**config.mk**
```make
export PLATFORM = sky130hd
export DESIGN_NAME = reg_bank_mux
export DESIGN_NICKNAME = d
export VERILOG_FILES = /design/src/rtl/reg_bank_pkg.sv /design/src/rtl/reg_bank_mux_mux8_comb.sv /design/src/rtl/reg_bank_mux.sv
export SDC_FILE = /design/constraint.sdc
export NUM_CORES = 1
export LEC_CHECK = 0
export ABC_AREA = 1
export BUFFER_PORTS_ARGS = -buffer_cell sky130_fd_sc_hd__buf_4
export CORE_AREA = 2 2 81 83
export DETAILED_ROUTE_END_ITERATION = 8
export DIE_AREA = 0 0 83 85
export GPL_ROUTABILITY_DRIVEN = 0
export PLACE_DENSITY = 0.69
export SLEW_MARGIN = 40
export SYNTH_ARGS = -nofsm -noshare
export SYNTH_HDL_FRONTEND = slang
export SYNTH_SLANG_ARGS = --single-unit
```
**constraint.sdc**
```tcl
create_clock -name clk -period 0.8 [get_ports clk]
set_clock_uncertainty 0.1 [all_clocks]
set_input_delay 0 -clock clk [delete_from_list [all_inputs] [get_ports clk]]
set_output_delay 0 -clock clk [all_outputs]
set_load 0.05 [all_outputs]
```
**src/rtl/reg_bank_pkg.sv**
```systemverilog
// Shared constants and types for the register-bank read path.
// Optional MUX_PARITY_EN adds a registered parity output to reg_bank_mux.
package reg_bank_pkg;
  localparam int WIDTH_DEF = 16;
  localparam int SEL_W     = 3;
  localparam int NUM_REGS  = 8;

  typedef logic [WIDTH_DEF-1:0] word_t;
endpackage

```
**src/rtl/reg_bank_mux_mux8_comb.sv**
```systemverilog
// Purely combinational 8:1 word selector.
// Unknown select codes resolve to zero so X never reaches the output.
module mux8_comb
  import reg_bank_pkg::*;
#(
  parameter int WIDTH = WIDTH_DEF
) (
  input  logic [NUM_REGS-1:0][WIDTH-1:0] d_i,
  input  logic [SEL_W-1:0]               sel_i,
  output logic [WIDTH-1:0]               y_o
);

  always_comb begin
    y_o = '0;
    case (sel_i)
      3'd0:    y_o = d_i[0];
      3'd1:    y_o = d_i[1];
      3'd2:    y_o = d_i[2];
      3'd3:    y_o = d_i[3];
      3'd4:    y_o = d_i[4];
      3'd5:    y_o = d_i[5];
      3'd6:    y_o = d_i[6];
      3'd7:    y_o = d_i[7];
      default: y_o = '0;
    endcase
  end

endmodule

```
**src/rtl/reg_bank_mux.sv**
```systemverilog
// Registered 8:1 read-data selector for the register bank.
// Define MUX_PARITY_EN to add the registered out_parity output.
module reg_bank_mux
  import reg_bank_pkg::*;
#(
  parameter int WIDTH = WIDTH_DEF
) (
  input  logic             clk,
  input  logic             rst_n,
  input  logic [WIDTH-1:0] input0,
  input  logic [WIDTH-1:0] input1,
  input  logic [WIDTH-1:0] input2,
  input  logic [WIDTH-1:0] input3,
  input  logic [WIDTH-1:0] input4,
  input  logic [WIDTH-1:0] input5,
  input  logic [WIDTH-1:0] input6,
  input  logic [WIDTH-1:0] input7,
  input  logic [SEL_W-1:0] control,
  output logic [WIDTH-1:0] output0,
  output logic             out_valid
`ifdef MUX_PARITY_EN
  ,
  output logic             out_parity
`endif
);

  logic [NUM_REGS-1:0][WIDTH-1:0] words;
  logic [WIDTH-1:0]               data_d;
  logic [WIDTH-1:0]               data_q;
  logic                           valid_q;

  assign words = {input7, input6, input5, input4,
                  input3, input2, input1, input0};

  mux8_comb #(
    .WIDTH (WIDTH)
  ) u_mux (
    .d_i   (words),
    .sel_i (control),
    .y_o   (data_d)
  );

  always_ff @(posedge clk or negedge rst_n) begin
    if (!rst_n) begin
      data_q  <= '0;
      valid_q <= 1'b0;
    end else begin
      data_q  <= data_d;
      valid_q <= 1'b1;
    end
  end

  assign output0   = data_q;
  assign out_valid = valid_q;

`ifdef MUX_PARITY_EN
  logic par_d;
  logic par_q;

  assign par_d = ^data_d;

  always_ff @(posedge clk or negedge rst_n) begin
    if (!rst_n) par_q <= 1'b0;
    else        par_q <= par_d;
  end

  assign out_parity = par_q;
`endif

endmodule

```
==> flow_summary.json, run 1 <==
{
  "outcome": "finished with violations",
  "failed_checks": "negative hold slack, negative setup slack",
  "drtAntennaViolNets": 0,
  "drv_slew": 0,
  "grt.total_usage_pct": 21.28,
  "drcViolationCount": 0,
  "post-route-min-period_ns": 0.9108,
  "clock_tree.root_cell": "clkbuf_8",
  "critPathSlowestCell": "dfrtp_1",
  "synth.ff_latch_count": 17,
  "yosys_warnings": 0,
  "netlist_instances": 295,
  "grt_first_pass_wirelength_um": 12200,
  "stdcell_count": 533,
  "critical_path.max_fanout": 1,
  "period_share_pct": 113.9,
  "total_leakage_power_nw": 1.920,
  "vdd_drop_max_v": 0.0006803,
  "timing_worst_setup_path_type": "flop to primary output",
  "max_cap_check_violation_count": 0,
  "clk_transition_reported_paths_ns": 0.07,
  "firstDrtPassIters": 4,
  "worst_path_largest_cell_delay_ns": 0.40,
  "tritoncts": "yes",
  "worstPathCellList": "buf_6",
  "power_frac_seq_pct": 28.1,
  "flow.area_growth_from_synthesis_pct": 92.46,
  "chipHeight_um": 85,
  "boundaryPins": 150,
  "wirelength_um": 8312,
  "hold_path.class": "primary input to flop",
  "globalRouteMet1Util_pct": 30.74,
  "vias_per_cell": 5.174,
  "yosys.area.top_type": "nand4_1",
  "core_area_um2": 6205,
  "number_of_nets_in_the_synthesized_netlist": 428,
  "hold_slack_ns": -0.01647,
  "hold_buffer_count_at_cts": 17,
  "via_count": 2758,
  "cts-htree-levels": 1,
  "switchingPower_mw": 1.373,
  "avgRoutedWirePerCell_um": 15.59,
  "grt_antenna_before_repair": 0,
  "seq_area_frac_synth_pct": 23.53,
  "post_synth.cell_area_avg_um2": 6.129,
  "pin_count_of_the_biggest_net_entering_global_routing": 38,
  "swShare_pct": 37.52,
  "cts_buffer_depth": 2,
  "cts_buffers": 3,
  "overflow": 0,
  "dpl.cell_count": 509,
  "finalSetupViolations": 17,
  "hpwl_um": 5994,
  "core.rowCount": 29,
  "clock-sinks": 17,
  "die_w_um": 83,
  "worstPathRequired_ns": 0.70,
  "n_fill_cell": 599,
  "initial_utilization_pct": 29.14,
  "post_cts_setup_buffers": 0,
  "global_route_met2_utilization_pct": 34.16,
  "path_buf_inv": 1,
  "combPwrFrac_pct": 54.4,
  "setup.worst_path.start_class": "flop",
  "floorplan.die_area_um2": 7055,
  "busiest_layer": "met2",
  "antennaDiodeCount": 0,
  "clock.fmax_mhz": 1098,
  "worst_ep_arrival_time_ns": 0.81,
  "yosysUniqueCellTypes": 16,
  "hold_violations": 14,
  "critical-path-top-delay-family": "flip-flops",
  "unrepaired_setup_endpoints_after_global_routing": "yes",
  "sort_of_element_at_the_end_of_the_critical_path": "primary output",
  "netlist_area_um2": 1808,
  "fin_nets": 590,
  "first_global_vias": 2474,
  "synth_top_cells_by_area": "nand4_1 28%, dfrtp_1 24%, nand2_1 13%",
  "drt_iter0_markers": 187,
  "clock_network_fraction_of_design_power_pct": 17.5,
  "power_density_nw_per_um2": 1052,
  "p_int_mw": 2.287,
  "use_met3_pct": 2.918,
  "io_buffers": 149,
  "worst_slack_ns": -0.1108,
  "final_layout_size_suffix_gt1_share_pct": 40.57,
  "yosys_top_cell_area_share_pct": 27.68
}
cells in the mapped netlist:
master,number
inv_2,2
inv_1,17
dfrtp_1,17
buf_4,13
nor2_1,48
nand3_2,1
nand4_1,80
clkbuf_1,4
buf_6,2
buf_1,1
nand3_1,32
nor2_2,1
conb_1,1
buf_2,11
nor3_4,1
nand2_1,64
metrics by stage:
stage | TNS (ns) | worst slack [ns] | power [mW] | util (%) | instance area (µm²)
finish | -1.454 | -0.1108 | 3.660 | 56.08 | 3480
global route | -1.878 | -0.1397 | 3.848 | 56.08 | 3480
CTS | -1.559 | -0.1198 | 3.612 | 54.24 | 3366
detailed placement | -3.423 | -0.2895 | 2.801 | 49.71 | 3084
global placement | -3.433 | -0.2794 | 2.787 | 49.71 | 3084
floorplan | -0.8970 | -0.05771 | 1.923 | - | 1871
layout make-up:
| cell class | count | area [µm²] | share of cell area (%) |
|---|---|---|---|
| inverter | 19 | 71.32 | 2.050 |
| sequential | 17 | 425.4 | 12.23 |
| multi-input combinational | 228 | 1132 | 32.54 |
| clock buffer | 4 | 45.04 | 1.294 |
| timing repair buffer | 188 | 1709 | 49.12 |
| tap | 77 | 96.34 | 2.769 |
logic make-up (layout without fill, tap and decap cells):
family | Yosys count | after routing | share of synthesized area [%]
and+or+nand+nor | 227 | 227 | 61.59
DFF | 17 | 17 | 23.53
buffers and inverters | 50 | 211 | 14.67
other | 1 | 1 | 0.2074
sequential cells by signal (all words and copies together), names as in the netlist:
name,flops
out_valid,1
output0,16
path summary, 6_finish.rpt:
path                                      start              endpoint  slack, ns  cells past startpoint
min in group asynchronous                 rst_n   out_valid$_DFF_PN0_       0.06                      2
min                                   input4[4]  output0[4]$_DFF_PN0_      -0.02                      5
max in group asynchronous                 rst_n  output0[8]$_DFF_PN0_       0.34                      2
max                        output0[7]$_DFF_PN0_            output0[7]      -0.11                      1
metal layers:
metal / share of wire [%] / routed length (µm)
met4: 1.0 / 83
met3: 7.1 / 586
met2: 47 / 3909
met1: 45 / 3733
met5: 0 / 0
power by group through the flow:
stage                     Clock [mW]  Combinational, mW  Sequential (mW)
after global placement             0               1.77             1.02
after global routing           0.698               2.11             1.04
after floorplan                    0              0.522             1.40
final                          0.639               1.99             1.03
after CTS                      0.666               1.92             1.03
after detailed placement           0               1.78             1.02
what timing repair did:
action	in CTS	in global routing
resized for setup	18	14
pin swaps	0	2
hold endpoints to repair	33	2
gates cloned	0	3
setup endpoints to repair	18	30
cells in the final DEF, fill, tap and decap left out, types with 4 or more instances in the layout:
cell	instances
buf_4	139
nand4_1	80
nand2_1	63
nor2_1	45
nand3_1	31
buf_6	20
dfrtp_1	17
inv_1	16
dlygate4sd3_1	11
buf_12	9
dlymetal6s4s_1	6
nor2_2	4
worst min-delay path, delay by kind of cell:
family	cells	cell delay (ns)
buffers and inverters	1	0.08
and+or+nand+nor	4	0.22
No activity file was read; power rests on OpenSTA's default activity.
==> run 2: changes to the inputs <==
--- a/config.mk
+++ b/config.mk
@@ -8,10 +8,12 @@
 export ABC_AREA = 1
 export BUFFER_PORTS_ARGS = -buffer_cell sky130_fd_sc_hd__buf_4
 export CORE_AREA = 2 2 81 83
+export CTS_CLUSTER_DIAMETER = 200
 export DETAILED_ROUTE_END_ITERATION = 8
 export DIE_AREA = 0 0 83 85
 export GPL_ROUTABILITY_DRIVEN = 0
 export PLACE_DENSITY = 0.69
+export SKIP_CTS_REPAIR_TIMING = 1
 export SLEW_MARGIN = 40
 export SYNTH_ARGS = -nofsm -noshare
 export SYNTH_HDL_FRONTEND = slang
==> run 2 against run 1 <==
  * The flow still finishes with violations (negative hold slack, negative setup slack)
  * Sequential power about the same
  * Cell area is 1.7% lower
  * Critical path depth stayed put
  * Non-clock buffer count fell by 2
  * Die area unchanged
  * Clock power hardly changed
  * Worst setup slack got worse by 0.0034 ns
  * Critical endpoint unchanged
==> flow_summary.json, run 2 (same netlist as run 1, synthesis figures left out) <==
{
  "timing_worst_setup_path_type": "flop to primary output",
  "hold_slack_ns": -0.09364,
  "total_power_mw": 3.627,
  "busiest_layer": "met2",
  "critical-path-top-delay-family": "flip-flops",
  "unrepaired_setup_endpoints_after_global_routing": "yes",
  "final_layout_size_suffix_gt1_share_pct": 39.87,
  "use_met3_pct": 2.918,
  "worst_ep_arrival_time_ns": 0.81,
  "finalSetupViolations": 19,
  "floorplan.die_area_um2": 7055,
  "chipHeight_um": 85,
  "critical_path.max_fanout": 1,
  "sort_of_element_at_the_end_of_the_critical_path": "primary output",
  "wirelength_um": 8179,
  "worst_slack_ns": -0.1142,
  "via_count": 2748,
  "total_leakage_power_nw": 1.844,
  "clock_tree.root_cell": "clkbuf_8",
  "initial_utilization_pct": 29.14,
  "switchingPower_mw": 1.362,
  "core.rowCount": 29,
  "io_buffers": 149,
  "fin_nets": 588,
  "p_int_mw": 2.265,
  "final_cell_mix": "139 x buf_4, 80 x nand4_1, 64 x nand2_1",
  "outcome": "finished with violations",
  "dpl.cell_count": 509,
  "global_route_met2_utilization_pct": 31.67,
  "final_area_um2": 3420,
  "core_area_um2": 6205,
  "drcViolationCount": 0,
  "power_density_nw_per_um2": 1061,
  "n_fill_cell": 603,
  "clk_transition_reported_paths_ns": 0.07,
  "power_frac_seq_pct": 28.4,
  "max_cap_check_violation_count": 0,
  "cts-htree-levels": 1,
  "critPathSlowestCell": "dfrtp_1",
  "swShare_pct": 37.55,
  "layout.cells.most_common": "buf_4",
  "largest_register_ffs": 16,
  "flow.area_growth_from_synthesis_pct": 89.13,
  "stdcell_count": 531,
  "drtAntennaViolNets": 0,
  "clock-sinks": 17,
  "globalRouteMet1Util_pct": 30.56,
  "drt_iter0_markers": 186,
  "drv_slew": 0,
  "hold_violations": 15,
  "grt_antenna_before_repair": 0,
  "antennaDiodeCount": 0,
  "cts_buffers": 3,
  "failed_checks": "negative hold slack, negative setup slack",
  "grt.total_usage_pct": 20.52,
  "worst_path_largest_cell_delay_ns": 0.40,
  "worstPathRequired_ns": 0.70,
  "hpwl_um": 5994,
  "die_w_um": 83,
  "grt_first_pass_wirelength_um": 11790,
  "placed_cell_area_um2": 3084,
  "hold_path.class": "primary input to flop",
  "period_share_pct": 114.3,
  "first_global_vias": 2391,
  "post-route-min-period_ns": 0.9142,
  "avgRoutedWirePerCell_um": 15.40,
  "boundaryPins": 150,
  "clock.fmax_mhz": 1094,
  "tritoncts": "yes",
  "setup-tns-final_ns": -1.463,
  "overflow": 0,
  "vdd_drop_max_v": 0.0006878,
  "combPwrFrac_pct": 54.0,
  "clock_network_fraction_of_design_power_pct": 17.6,
  "setup.worst_path.start_class": "flop",
  "pin_count_of_the_biggest_net_entering_global_routing": 38,
  "worstPathCellList": "buf_6",
  "firstDrtPassIters": 4,
  "vias_per_cell": 5.175,
  "cts_buffer_depth": 2,
  "path_buf_inv": 1
}
-- run 2: power by group through the flow --
stage	Sequential (mW)	Combinational, mW	Clock [mW]
after floorplan	1.40	0.522	0
after global placement	1.02	1.77	0
after detailed placement	1.02	1.78	0
after CTS	1.01	1.78	0.666
after global routing	1.03	2.08	0.706
final	1.03	1.96	0.638
-- run 2: worst paths after layout --
kind,from,endpoint,slack [ns],depth (start not counted)
max,output0[7]$_DFF_PN0_,output0[7],-0.11,1
min,input0[11],output0[11]$_DFF_PN0_,-0.09,3
max in group asynchronous,rst_n,output0[7]$_DFF_PN0_,0.34,2
min in group asynchronous,rst_n,out_valid$_DFF_PN0_,0.06,2
-- run 2: layer usage --
layer | wire length [µm] | part of all wire (%)
met5 | 0 | 0
met3 | 619 | 7.6
met4 | 83 | 1.0
met2 | 3794 | 46
met1 | 3682 | 45
-- run 2: area by class of cell --
type	count	area [µm²]	share of cell area (%)
Multi-Input combinational cell	228	1122	32.82
Timing Repair Buffer	186	1659	48.52
Inverter	19	71.32	2.086
Sequential cell	17	425.4	12.44
Tap cell	77	96.34	2.817
Clock buffer	4	45.04	1.317
-- run 2: through the flow --
stage          hold slack, ns  worst slack, ns  utilization (%)
3_5_place_dp          -0.2134          -0.2895            49.71
3_3_place_gp          -0.2180          -0.2794            49.71
2_1_floorplan         -0.3956         -0.05771                -
4_1_cts               -0.4840          -0.1434            50.43
5_1_grt              -0.08947          -0.1402            55.11
6_report             -0.09364          -0.1142            55.11
